===== config.mk =====
export PLATFORM = sky130hd
export DESIGN_NAME = mines_board_engine
export DESIGN_NICKNAME = d
export VERILOG_FILES = /design/src/rtl/mines_board_engine.sv
export SDC_FILE = /design/constraint.sdc
export NUM_CORES = 1
export LEC_CHECK = 0
export CELL_PAD_IN_SITES_DETAIL_PLACEMENT = 0
export CELL_PAD_IN_SITES_GLOBAL_PLACEMENT = 1
export CORE_MARGIN = 10
export CORE_UTILIZATION = 35
export DETAILED_ROUTE_END_ITERATION = 16
export PLACE_DENSITY_LB_ADDON = 0.1
export SETUP_SLACK_MARGIN = 0.1
export SLEW_MARGIN = 20
export SYNTH_ARGS = -nofsm -noshare
export SYNTH_HDL_FRONTEND = slang
export SYNTH_SLANG_ARGS = --single-unit

===== constraint.sdc =====
create_clock -name in_clka -period 5.04 [get_ports in_clka]
set_input_delay 1.008 -clock in_clka [delete_from_list [all_inputs] [get_ports in_clka]]
set_output_delay 1.008 -clock in_clka [all_outputs]
set_load 0.02 [all_outputs]

===== src/rtl/mines_board_engine.sv =====
// Minesweeper board engine for a generic ROWS x COLS board: latches the mine map,
// handles flag/reveal guesses, counts neighbours one per cycle, and tracks score, loss and win.
module mines_board_engine #(
  parameter int ROWS    = 5,
  parameter int COLS    = 5,
  parameter int SCORE_W = 32
) (
  input  logic                              in_clka,
  input  logic                              in_restart,
  input  logic                              in_place,
  input  logic [ROWS*COLS-1:0]              in_mines,
  input  logic                              in_data_in,
  input  logic [$clog2(ROWS*COLS)-1:0]      in_data,
  input  logic                              in_flag,
  output logic [2:0]                        out_state,
  output logic                              out_ready,
  output logic [ROWS*COLS-1:0]              out_mines,
  output logic [ROWS*COLS-1:0]              out_cleared,
  output logic [ROWS*COLS-1:0]              out_flagged,
  output logic [3:0]                        out_n_nearby,
  output logic                              out_n_valid,
  output logic                              out_err,
  output logic [SCORE_W-1:0]                out_score,
  output logic                              out_gameover,
  output logic                              out_win
);

  // state  | meaning
  // IDLE   | no board loaded, waiting for in_place
  // WAIT   | board live, accepting one guess
  // CHECK  | reveal the latched cell, test for a mine
  // SCAN   | visit the 8 neighbours, one per cycle
  // REPORT | present neighbour count, decide win
  // LOST   | mine revealed, board frozen
  // WON    | every safe cell revealed, board frozen

  localparam int N     = ROWS * COLS;
  localparam int IDX_W = $clog2(N);
  localparam int CNT_W = $clog2(N + 1);

  typedef enum logic [2:0] {
    S_IDLE   = 3'd0,
    S_WAIT   = 3'd1,
    S_CHECK  = 3'd2,
    S_SCAN   = 3'd3,
    S_REPORT = 3'd4,
    S_LOST   = 3'd5,
    S_WON    = 3'd6
  } state_t;

  state_t             state_q, state_d;
  logic [N-1:0]       mines_q, cleared_q, flagged_q;
  logic [3:0]         n_nearby_q;
  logic               err_q;
  logic [SCORE_W-1:0] score_q;
  logic [CNT_W-1:0]   mine_total_q;
  logic [IDX_W-1:0]   idx_q;
  logic [4:0]         row_q, col_q;
  logic [2:0]         k_q;
  logic [3:0]         acc_q;

  logic               load;
  logic [CNT_W-1:0]   place_total;
  logic               guess_in_range, guess_cleared, guess_flagged;
  logic               flag_bad, reveal_bad;
  logic               win_cond;
  int                 scan_dr, scan_dc, scan_r, scan_c;
  logic [IDX_W-1:0]   scan_idx;
  logic               scan_hit;

  assign load = in_place && (state_q == S_IDLE || state_q == S_WAIT ||
                             state_q == S_LOST || state_q == S_WON);

  always_comb begin
    place_total = '0;
    for (int i = 0; i < N; i++) begin
      place_total = place_total + CNT_W'(in_mines[i]);
    end
  end

  always_comb begin
    guess_in_range = 32'(in_data) < 32'(N);
    guess_cleared  = 1'b0;
    guess_flagged  = 1'b0;
    if (guess_in_range) begin
      guess_cleared = cleared_q[in_data];
      guess_flagged = flagged_q[in_data];
    end
    flag_bad   = !guess_in_range || guess_cleared;
    reveal_bad = flag_bad || guess_flagged;
  end

  assign win_cond = score_q == (SCORE_W'(N) - SCORE_W'(mine_total_q));

  // Neighbour offset for step k; out-of-board neighbours are clipped, never wrapped.
  always_comb begin
    scan_dr = 0;
    scan_dc = 0;
    case (k_q)
      3'd0:    begin scan_dr = -1; scan_dc = -1; end
      3'd1:    begin scan_dr = -1; scan_dc =  0; end
      3'd2:    begin scan_dr = -1; scan_dc =  1; end
      3'd3:    begin scan_dr =  0; scan_dc = -1; end
      3'd4:    begin scan_dr =  0; scan_dc =  1; end
      3'd5:    begin scan_dr =  1; scan_dc = -1; end
      3'd6:    begin scan_dr =  1; scan_dc =  0; end
      default: begin scan_dr =  1; scan_dc =  1; end
    endcase
    scan_r   = int'(row_q) + scan_dr;
    scan_c   = int'(col_q) + scan_dc;
    scan_idx = '0;
    scan_hit = 1'b0;
    if (scan_r >= 0 && scan_r < ROWS && scan_c >= 0 && scan_c < COLS) begin
      scan_idx = IDX_W'(scan_r * COLS + scan_c);
      scan_hit = mines_q[scan_idx];
    end
  end

  always_ff @(posedge in_clka) begin
    if (in_restart) state_q <= S_IDLE;
    else            state_q <= state_d;
  end

  always_comb begin
    state_d = state_q;
    if (load) begin
      state_d = (place_total == CNT_W'(N)) ? S_WON : S_WAIT;
    end else begin
      unique case (state_q)
        S_WAIT:   if (in_data_in && !in_flag && !reveal_bad) state_d = S_CHECK;
        S_CHECK:  state_d = mines_q[idx_q] ? S_LOST : S_SCAN;
        S_SCAN:   if (k_q == 3'd7) state_d = S_REPORT;
        S_REPORT: state_d = win_cond ? S_WON : S_WAIT;
        S_IDLE, S_LOST, S_WON: state_d = state_q;
        default:  state_d = S_IDLE;
      endcase
    end
  end

  always_ff @(posedge in_clka) begin
    if (in_restart) begin
      mines_q      <= '0;
      cleared_q    <= '0;
      flagged_q    <= '0;
      n_nearby_q   <= '0;
      err_q        <= 1'b0;
      score_q      <= '0;
      mine_total_q <= '0;
      idx_q        <= '0;
      row_q        <= '0;
      col_q        <= '0;
      k_q          <= '0;
      acc_q        <= '0;
    end else begin
      err_q <= 1'b0;
      if (load) begin
        mines_q      <= in_mines;
        mine_total_q <= place_total;
        cleared_q    <= '0;
        flagged_q    <= '0;
        score_q      <= '0;
        n_nearby_q   <= '0;
      end else begin
        case (state_q)
          S_WAIT: begin
            if (in_data_in) begin
              if (in_flag) begin
                if (flag_bad) err_q <= 1'b1;
                else          flagged_q[in_data] <= ~flagged_q[in_data];
              end else if (reveal_bad) begin
                err_q <= 1'b1;
              end else begin
                idx_q <= in_data;
                row_q <= 5'(32'(in_data) / COLS);
                col_q <= 5'(32'(in_data) % COLS);
              end
            end
          end
          S_CHECK: begin
            cleared_q[idx_q] <= 1'b1;
            if (!mines_q[idx_q]) begin
              if (score_q != '1) score_q <= score_q + SCORE_W'(1);
              acc_q <= '0;
              k_q   <= '0;
            end
          end
          S_SCAN: begin
            acc_q <= acc_q + 4'(scan_hit);
            k_q   <= k_q + 3'd1;
            if (k_q == 3'd7) n_nearby_q <= acc_q + 4'(scan_hit);
          end
          default: ;
        endcase
      end
    end
  end

  assign out_state    = state_q;
  assign out_ready    = state_q == S_WAIT;
  assign out_mines    = mines_q;
  assign out_cleared  = cleared_q;
  assign out_flagged  = flagged_q;
  assign out_n_nearby = n_nearby_q;
  assign out_n_valid  = state_q == S_REPORT;
  assign out_err      = err_q;
  assign out_score    = score_q;
  assign out_gameover = state_q == S_LOST;
  assign out_win      = state_q == S_WON;

endmodule

**After elaboration in Yosys (flattened, before gate mapping)**

Cells that the tools add are included.

- Bits in registers: 142
- Bits of input ports: 35
- Output and inout port bits: 119
- Logic and storage cells: 150

- Divide/modulo/power cells: 2
- $lt $le $gt $ge: 10
- Add/subtract/negate cells: 31
- Mux-type cells: 32
- Eq/ne operators: 20
- Multiply operators: 1
- Reductions and logical operators: 32
- Bitwise gates (word level): 9

Operator list:

| operator | count |
|---|---|
| 32-bit case mux with 2 select lines | 2 |
| 5-bit by 1-bit adder with 5-bit output | 20 |
| 6-bit by 32-bit adder with 32-bit output | 2 |
| 32-bit by 1-bit greater-or-equal comparator with 1-bit output, second input constant | 2 |
| 32-bit by 4-bit less-than comparator with 1-bit output, second input constant | 2 |
| 32-bit by 1-bit adder with 32-bit output, second input constant | 1 |
| 5-bit by 3-bit divider with 32-bit output, second input constant | 1 |
| 32-bit equality test | 1 |
| 5-bit by 3-bit modulo with 32-bit output, second input constant | 1 |
| 32-bit by 4-bit multiplier with 5-bit output, second input constant | 1 |
| 32-bit != test, second input constant | 1 |
| 25-bit bitwise mux | 1 |
| 25-bit OR | 1 |
| 3-bit equality test, second input constant | 7 |
| 3-bit 2-to-1 mux | 7 |
| 1-bit binary-select mux with 5-bit select | 4 |
| 5-bit by 6-bit less-than comparator with 1-bit output, second input constant | 3 |
| 3-bit case mux with 5 select lines | 1 |
| 3-bit by 2-bit equality test with 1-bit output, second input constant | 4 |
| 1-bit 2-to-1 mux | 12 |
| 1-bit demux with 5-bit select | 2 |
| 5-bit by 1-bit greater-or-equal comparator with 1-bit output, second input constant | 2 |
| 3-bit AND reduction | 3 |
| 3-bit OR reduction | 3 |
| other kinds (28) | 53 |

**Logic depth before layout (Yosys ltp)**

Gate-level depths: netlist (run 1).

- Word-level depth: 27
- Gate-level depth with buffers: 30
- Gate-level depth less buffers: 30

**Worst setup path before layout (run 1)**

Ideal clock, no wire load.

- Kind: input port to flip-flop
- Start point: in in_mines[11]
- End point: reg state_q[2], in the netlist out_state[2]
- Buffers on the path: 0
- Required time: 4.945 ns
- Library setup time: 0.095 ns
- Cell stages on the path: 17
- Slack: -0.354 ns
- Data arrival time: 5.298 ns
- Path through: fa_1 -> inv_1 -> fa_1 -> inv_1 -> fa_1 -> fa_1 -> inv_1 -> fa_1 -> inv_1 -> fa_1 -> fa_1 -> xnor2_1 -> nor4bb_1 -> nand3_1 -> nand2_1 -> nor2_1 -> a221oi_1

- Word-level cells in the longest chain between the ends: 17

Ends and longest elaborated chain:

| item | RTL line | text |
|---|---|---|
| from (decl) | 11 | `input logic [ROWS*COLS-1:0] in_mines,` |
| 5-bit by 1-bit adder with 5-bit output (14 in a row) | 77 | `place_total = place_total + CNT_W'(in_mines[i]);` |
| 5-bit equality test | 127 | `state_d = (place_total == CNT_W'(N)) ? S_WON : S_WAIT;` |
| 3-bit 2-to-1 mux | 127 |  |
| 3-bit 2-to-1 mux | 126 | `if (load) begin` |
| to (signal assigned) | 121 | `else state_q <= state_d;` |
| to (decl) | 51 | `state_t state_q, state_d;` |

No other way between the ends.
A chain may end at the register's enable or synchronous reset.

**Final worst setup path (run 1)**

- Start point: in in_mines[11]
- End point: reg state_q[0], in the netlist out_state[0]

Same word-level chain as after synthesis.

==> metrics.txt, run 1 <==
delay-heaviest family, CP adder cells; Area Growth Syn to Fin 34.3%; Reg2Reg Launch Point k_q[0]; Die ar. roughly 32,000 µm²; Min-Delay Path Class reg -> reg; Int Pwr around 2.7 mW; Hold Path End mine_total_q[0]; clock tree skew after final layout around 15 ps; hpwl dp 21.6 mm; Non-Filler Instances 1,572; worst reg-to-reg path cell count 25; cell area power density approximately 340 nW/µm²; DRC Markers 0; H-tree depth 4; dpl cell area about 11,000 µm²; DR pass1 iterations 5; Hold Vio Cnt, Final 0; Seq/Total Area, Yosys between 30% and 40%; final WL approximately 29 mm; CP max stage cell fa_1; Initial Utilization roughly a third; count of warnings emitted by yosys 0; I/O Pins around 150; P_sw between 1 and 1.5 mW; dpl ws -937 ps; Net Sw Frac approximately a third; crit path time final roughly 5200 ps; Reg clk slew, reported paths approximately 60 ps; Setup-failing EPs final 4; DIE WIDTH about 180 µm; Clock Latency Late Sink 420 ps; Critical path buffers and inverters 5; TritonCTS clock tree yes; # port buffers 153; CP dominant cell by count fa_1; Worst R2R Setup Slack between 200 and 250 ps; DRT iter0 DRCs about 520; fin crit share 104%; leakage 4.37 nW; DIE HEIGHT roughly 180 µm; most frequent cell after synthesis dfxtp_1; leading post-synthesis cells by cell area dfxtp_1, ha_1, a21oi_1, nor2_1, fa_1; mapped cell area 8810 µm²; fin nets 1,338; violated checks setup timing; syn nets 1,153; CTS buffer count 17; first-pass GRT wire length ~45 mm; hold path depth 2; CP cell instances buf_6 > fa_1 > inv_2 > fa_1 > inv_2 > fa_1 > fa_1 > inv_1 > fa_1 > inv_2 > fa_2 > fa_2 > xnor2_2 > nor4bb_4 > nand3_2 > nand2_1 > a31oi_1 > a31o_2; GRT overflow 0; area fraction of the dominant cell type after synthesis approximately a third; Rel. slew slack 36.2%; cts hold-fix bufs 0; status finished with violations; Fmax ~190 MHz; initial antenna violation count 0; fill count 2,505; EDFF count, synth 0; critical path required time between 5000 and 6000 ps; Yosys cell types ~80; Antenna Cells 0; Crit Path Class in -> reg; sequential share of power between 30 and 40%; most instantiated cells after synthesis dfxtp_1, nor2_1, nand2_1, a21oi_1, inv_1; worst setup margin -184 ps; Max Slew Vio Count 0; Critical Path End Type flip-flop; CP Max Fanout 2; post-DR wirelength/cell between 15 and 20 µm; clock network power share between 30% and 40%; clock buffer depth 2; Seq cells post-synth 140; hold_sp mine_total_q[0]; row cnt 58; Async SR Flop Fraction 0%; root buf cell clkbuf_16; clk sinks 140; routability congestion estimate from global placement between 0.8 and 0.9; share of cells above drive strength 1 16.7%; DP Cell Count 1,525; maxcap violations 0; Tot Pwr slightly above 4 mW; Slew @ Worst Pin around 950 ps; CP Launch Type primary input; slowest cell delay on critical path 580 ps; Synth area leader dfxtp_1; Vias just over 8,000; RSZ-0062 raised after global routing true; fin area 11,800 µm²; drt via density 5.19; core area 25,000 µm²; Peak VDD IR between 300 and 400 µV; Combinational Power Share 38.4%; global-route usage over all layers between 15 and 20%; Avg Cell Area, Syn around 8.4 µm²; antenna viol nets, final 0; largest net degree at the start of global routing between 40 and 50; CP arrival roughly 5500 ps; count of mapped cells out of synthesis 1,044; r2r endpoint out_n_nearby[2]; Most used DFF post-synth dfxtp_1; vias in the first global route ~7,800
==> state kept, by name, summed over array words and instances, names as in the netlist <==
| name | cells |
|---|---|
| out_mines | 25 |
| idx_q | 5 |
| row_q | 3 |
| out_err | 1 |
| col_q | 5 |
| out_flagged | 25 |
| k_q | 3 |
| out_state | 3 |
| out_cleared | 25 |
| acc_q | 4 |
| out_score | 32 |
| mine_total_q | 5 |
| out_n_nearby | 4 |
==> cells by family (layout without fill, tap and decap cells) <==
logic type	count (synthesis)	after routing	share of synthesized area [%]
multiplexers	47	47	7.84
adder cells (fa/ha/maj)	74	74	12.4
buffers and inverters	124	322	6.33
AO/OA/AOI/OAI	205	205	14.1
flip-flops	140	140	31.8
AND/OR/NAND/NOR	402	402	22.4
XOR/XNOR	52	52	5.17
==> final cells by class <==
class	count	area [µm²]	share of cell area, %
Multi-Input combinational cell	780	5700	48.2
Clock buffer	19	453	3.83
Clock inverter	13	141	1.19
Timing Repair Buffer	225	2060	17.4
Tap cell	330	413	3.49
Inverter	65	249	2.10
Sequential cell	140	2810	23.7
==> power groups by stage <==
| stage | clock [mW] | sequential, mW | combinational, mW |
|---|---|---|---|
| floorplan | 0 | 1.25 | 0.794 |
| global placement | 0 | 1.24 | 1.20 |
| detailed placement | 0 | 1.24 | 1.20 |
| CTS | 1.30 | 1.22 | 1.37 |
| global route | 1.34 | 1.23 | 1.70 |
| finish | 1.27 | 1.22 | 1.55 |
==> layer usage <==
layer	part of all wire (%)	wire, µm	up-vias	track usage, %
met5	0	0	-	0
met4	0.74	213	0	3.51
met3	4.7	1340	16	3.52
met2	49	14200	168	29.3
met1	45	13000	3930	23.5
li1	-	-	4050	-
==> worst max-delay path by stage <==
stage                       from           end  cells past startpoint
floorplan           in_mines[11]  out_state[2]                     17
global placement    in_mines[11]  out_state[2]                     18
detailed placement  in_mines[11]  out_state[2]                     18
CTS                 in_mines[17]  out_state[2]                     18
global route        in_mines[11]  out_state[0]                     18
finish              in_mines[11]  out_state[0]                     18
==> timing repair <==
item / in CTS / in global routing
hold endpoints to repair: 0 / 0
endpoints found under the setup margin: 12 / 12
resized for setup: 51 / 57
cloned: 0 / 0
pin swaps: 27 / 33
setup buffers: 9 / 6
==> per-stage QoR <==
step	setup TNS (ps)	utilization (%)	hold WS [ps]
2_1_floorplan	-502	-	448
3_3_place_gp	-4740	43.7	462
3_5_place_dp	-4810	43.7	464
4_1_cts	-815	46.5	472
5_1_grt	-1350	47.4	491
6_report	-672	47.4	469
==> tightest hold or removal path: cells and delay by family (launching register included) <==
family	cells	cell delay (ps)
simple gates	1	50
compound gates	1	50
flops	1	320
==> cells in the final DEF, fill, tap and decap left out, types with 5 or more instances in the layout <==
master and instances:
clkdlybuf4s50_1 141, dfxtp_1 138, nor2_1 115, nand2_1 99, a21oi_1 88, buf_4 67, inv_1 51, nand3_1 43
ha_1 42, nand4_1 36, o21ai_0 32, xor2_1 31, mux2i_1 23, fa_1 18, xnor2_1 17, mux4_2 17
clkbuf_16 17, nor3_1 15, and3_1 15, inv_2 11, nor4_1 11, a31oi_1 11, o21ai_1 11, nor2b_1 8
nand2b_1 8, a21o_1 7, and2_1 7, a22oi_1 7, buf_6 7, mux2_2 6, ha_4 6, clkinvlp_4 6
o22ai_1 5, a211oi_1 5, clkbuf_2 5
No activity file was read; power rests on OpenSTA's default activity.
==> inputs of run 2 (changes only) <==
- CELL_PAD_IN_SITES_DETAIL_PLACEMENT: 0 -> 2
- CELL_PAD_IN_SITES_GLOBAL_PLACEMENT: 1 -> 2
- CTS_CLUSTER_SIZE: default -> 20
- DONT_BUFFER_PORTS: default -> 1
==> metrics.txt, run 2 (synthesis gave the netlist of run 1 again) <==
most frequent cells in the layout dfxtp_1, nor2_1, nand2_1, a21oi_1, inv_1; Tot Pwr 3.81 mW (-5.5%); first-pass GRT wire length 49.5 mm (+11%); Setup-failing EPs final 3 (-1); initial antenna violation count 0 (unchanged); Slew @ Worst Pin 1050 ps (+94.9 ps); DIE HEIGHT 179 µm (unchanged); post-DR wirelength/cell 22.6 µm (+23%); DRC Markers 0 (unchanged); most common cell after layout, fill and taps aside dfxtp_1; cell area power density 373 nW/µm² (+9.3%); critical path required time 5340 ps (about the same); Min-Delay Path Class reg -> reg; Max Slew Vio Count 0 (unchanged); TritonCTS clock tree yes; DP Cell Count 1,354 (-11%); Initial Utilization 35.3% (unchanged); fin area 10,200 µm² (-14%); fin nets 1,162 (-13%); # port buffers 0 (-100%); row cnt 58 (unchanged); Hold Vio Cnt, Final 0 (unchanged); DRT iter0 DRCs 350 (-32%); worst setup margin -91.3 ps (+92.8 ps); Clock Latency Late Sink 430 ps (about the same); status finished with violations; Critical Path End Type flip-flop; CP arrival 5440 ps (-90 ps); dpl cell area 9250 µm² (-15%); routability congestion estimate from global placement 0.775 (-5.7%); DIE WIDTH 179 µm (unchanged); share of cells above drive strength 1 16.8% (+0.13 points); CTS buffer count 17 (unchanged); Rel. slew slack 29.8% (-6.4 points); Crit Path Class in -> reg; global-route usage over all layers 19.7% (+2.0 points); Non-Filler Instances 1,396 (-11%); Vias 7,775 (-4.8%); Fmax 195 MHz (+1.8%); violated checks setup timing; Util after Layout 41.0% (-6.4 points); Largest register FFs 32 (unchanged); GRT overflow 0 (unchanged); core area 25,000 µm² (unchanged); Worst R2R Setup Slack 130 ps (-80 ps); DR pass1 iterations 4 (-1); cts hold-fix bufs 0 (unchanged); crit path time final 5130 ps (-92.8 ps); largest net degree at the start of global routing 88 (+87%); Reg clk slew, reported paths 60 ps (about the same); CP Launch Type primary input; clock buffer depth 2 (unchanged); clock tree skew after final layout 14.6 ps (-0.508 ps); final WL 31.5 mm (+9.5%); RSZ-0062 raised after global routing true; antenna viol nets, final 0 (unchanged); Die ar. 31,900 µm² (unchanged); Area Growth Syn to Fin 16.1%; vias in the first global route 8,224 (+5.4%); leakage 3.76 nW (-14%); Antenna Cells 0 (unchanged); drt via density 5.57 (+7.2%); H-tree depth 4 (unchanged); root buf cell clkbuf_16; fill count 2,791 (+11%); clk sinks 140 (unchanged); Peak VDD IR 257 µV (-30%); WHS 474 ps (+4.80 ps); I/O Pins 154 (unchanged); CP Max Fanout 2 (unchanged); hpwl dp 23.2 mm (+7.5%); maxcap violations 0 (unchanged); fin crit share 102% (-1.8 points)
[run 2: cell count changes in the layout (fill, tap and decap cells not counted), sizes merged]
cell,previous run,this run
clkdlybuf4s15,1,0
buf,78,49
clkinvlp,6,2
clkbuf,24,19
inv,65,70
clkdlybuf4s50,141,0
clkinv,5,4
[run 2: final cells by class]
class / count / area (µm²) / area share (%)
Clock buffer: 19 / 443 / 4.33
Clock inverter: 13 / 155 / 1.52
Inverter: 65 / 251 / 2.46
Multi-Input combinational cell: 780 / 5790 / 56.6
Sequential cell: 140 / 2810 / 27.5
Tap cell: 330 / 413 / 4.03
Timing Repair Buffer: 49 / 372 / 3.63
[run 2: where the power goes]
| part | switching, mW | internal [mW] |
|---|---|---|
| combinational | 0.652 | 0.588 |
| sequential | 0.112 | 1.15 |
| clock | 0.552 | 0.757 |
[run 2: final timing paths]
kind	cells past startpoint	end	start
setup / recovery	18	out_state[1]	in_mines[11]
hold reg to reg	2	mine_total_q[0]	mine_total_q[0]
setup reg to reg	27	acc_q[3]	k_q[0]
hold / removal	2	mine_total_q[0]	mine_total_q[0]
[run 2: stage by stage]
stage / setup slack [ps] / TNS, ps
2_1_floorplan: -191 / -502
3_3_place_gp: -476 / -1520
3_5_place_dp: -612 / -2450
4_1_cts: -168 / -341
5_1_grt: -289 / -1560
6_report: -91.3 / -210
[run 2: layer usage]
metal | global-route usage (%) | share of wire [%]
met5 | 0 | 0
met4 | 3.10 | 0.93
met3 | 4.87 | 5.8
met2 | 34.4 | 51
met1 | 24.3 | 42
[run 2: critical path: stages]
cell and delay (ps):
fa_1 540, inv_2 50, fa_1 520, inv_2 50, fa_1 470, fa_1 530
inv_1 50, fa_1 480, inv_1 50, fa_2 350, fa_2 400, a21o_1 200
a21oi_2 210, nor4bb_4 70, nand3_2 100, nand2_2 70, a211oi_1 210, nor2_1 70
[run 2: repair_timing]
item / 4_1_cts / 5_1_grt
setup endpoints to repair: 11 / 12
buffers inserted: 5 / 6
gates cloned: 0 / 0
hold endpoints to repair: 0 / 0
resized for setup: 45 / 25
pin swaps: 20 / 17
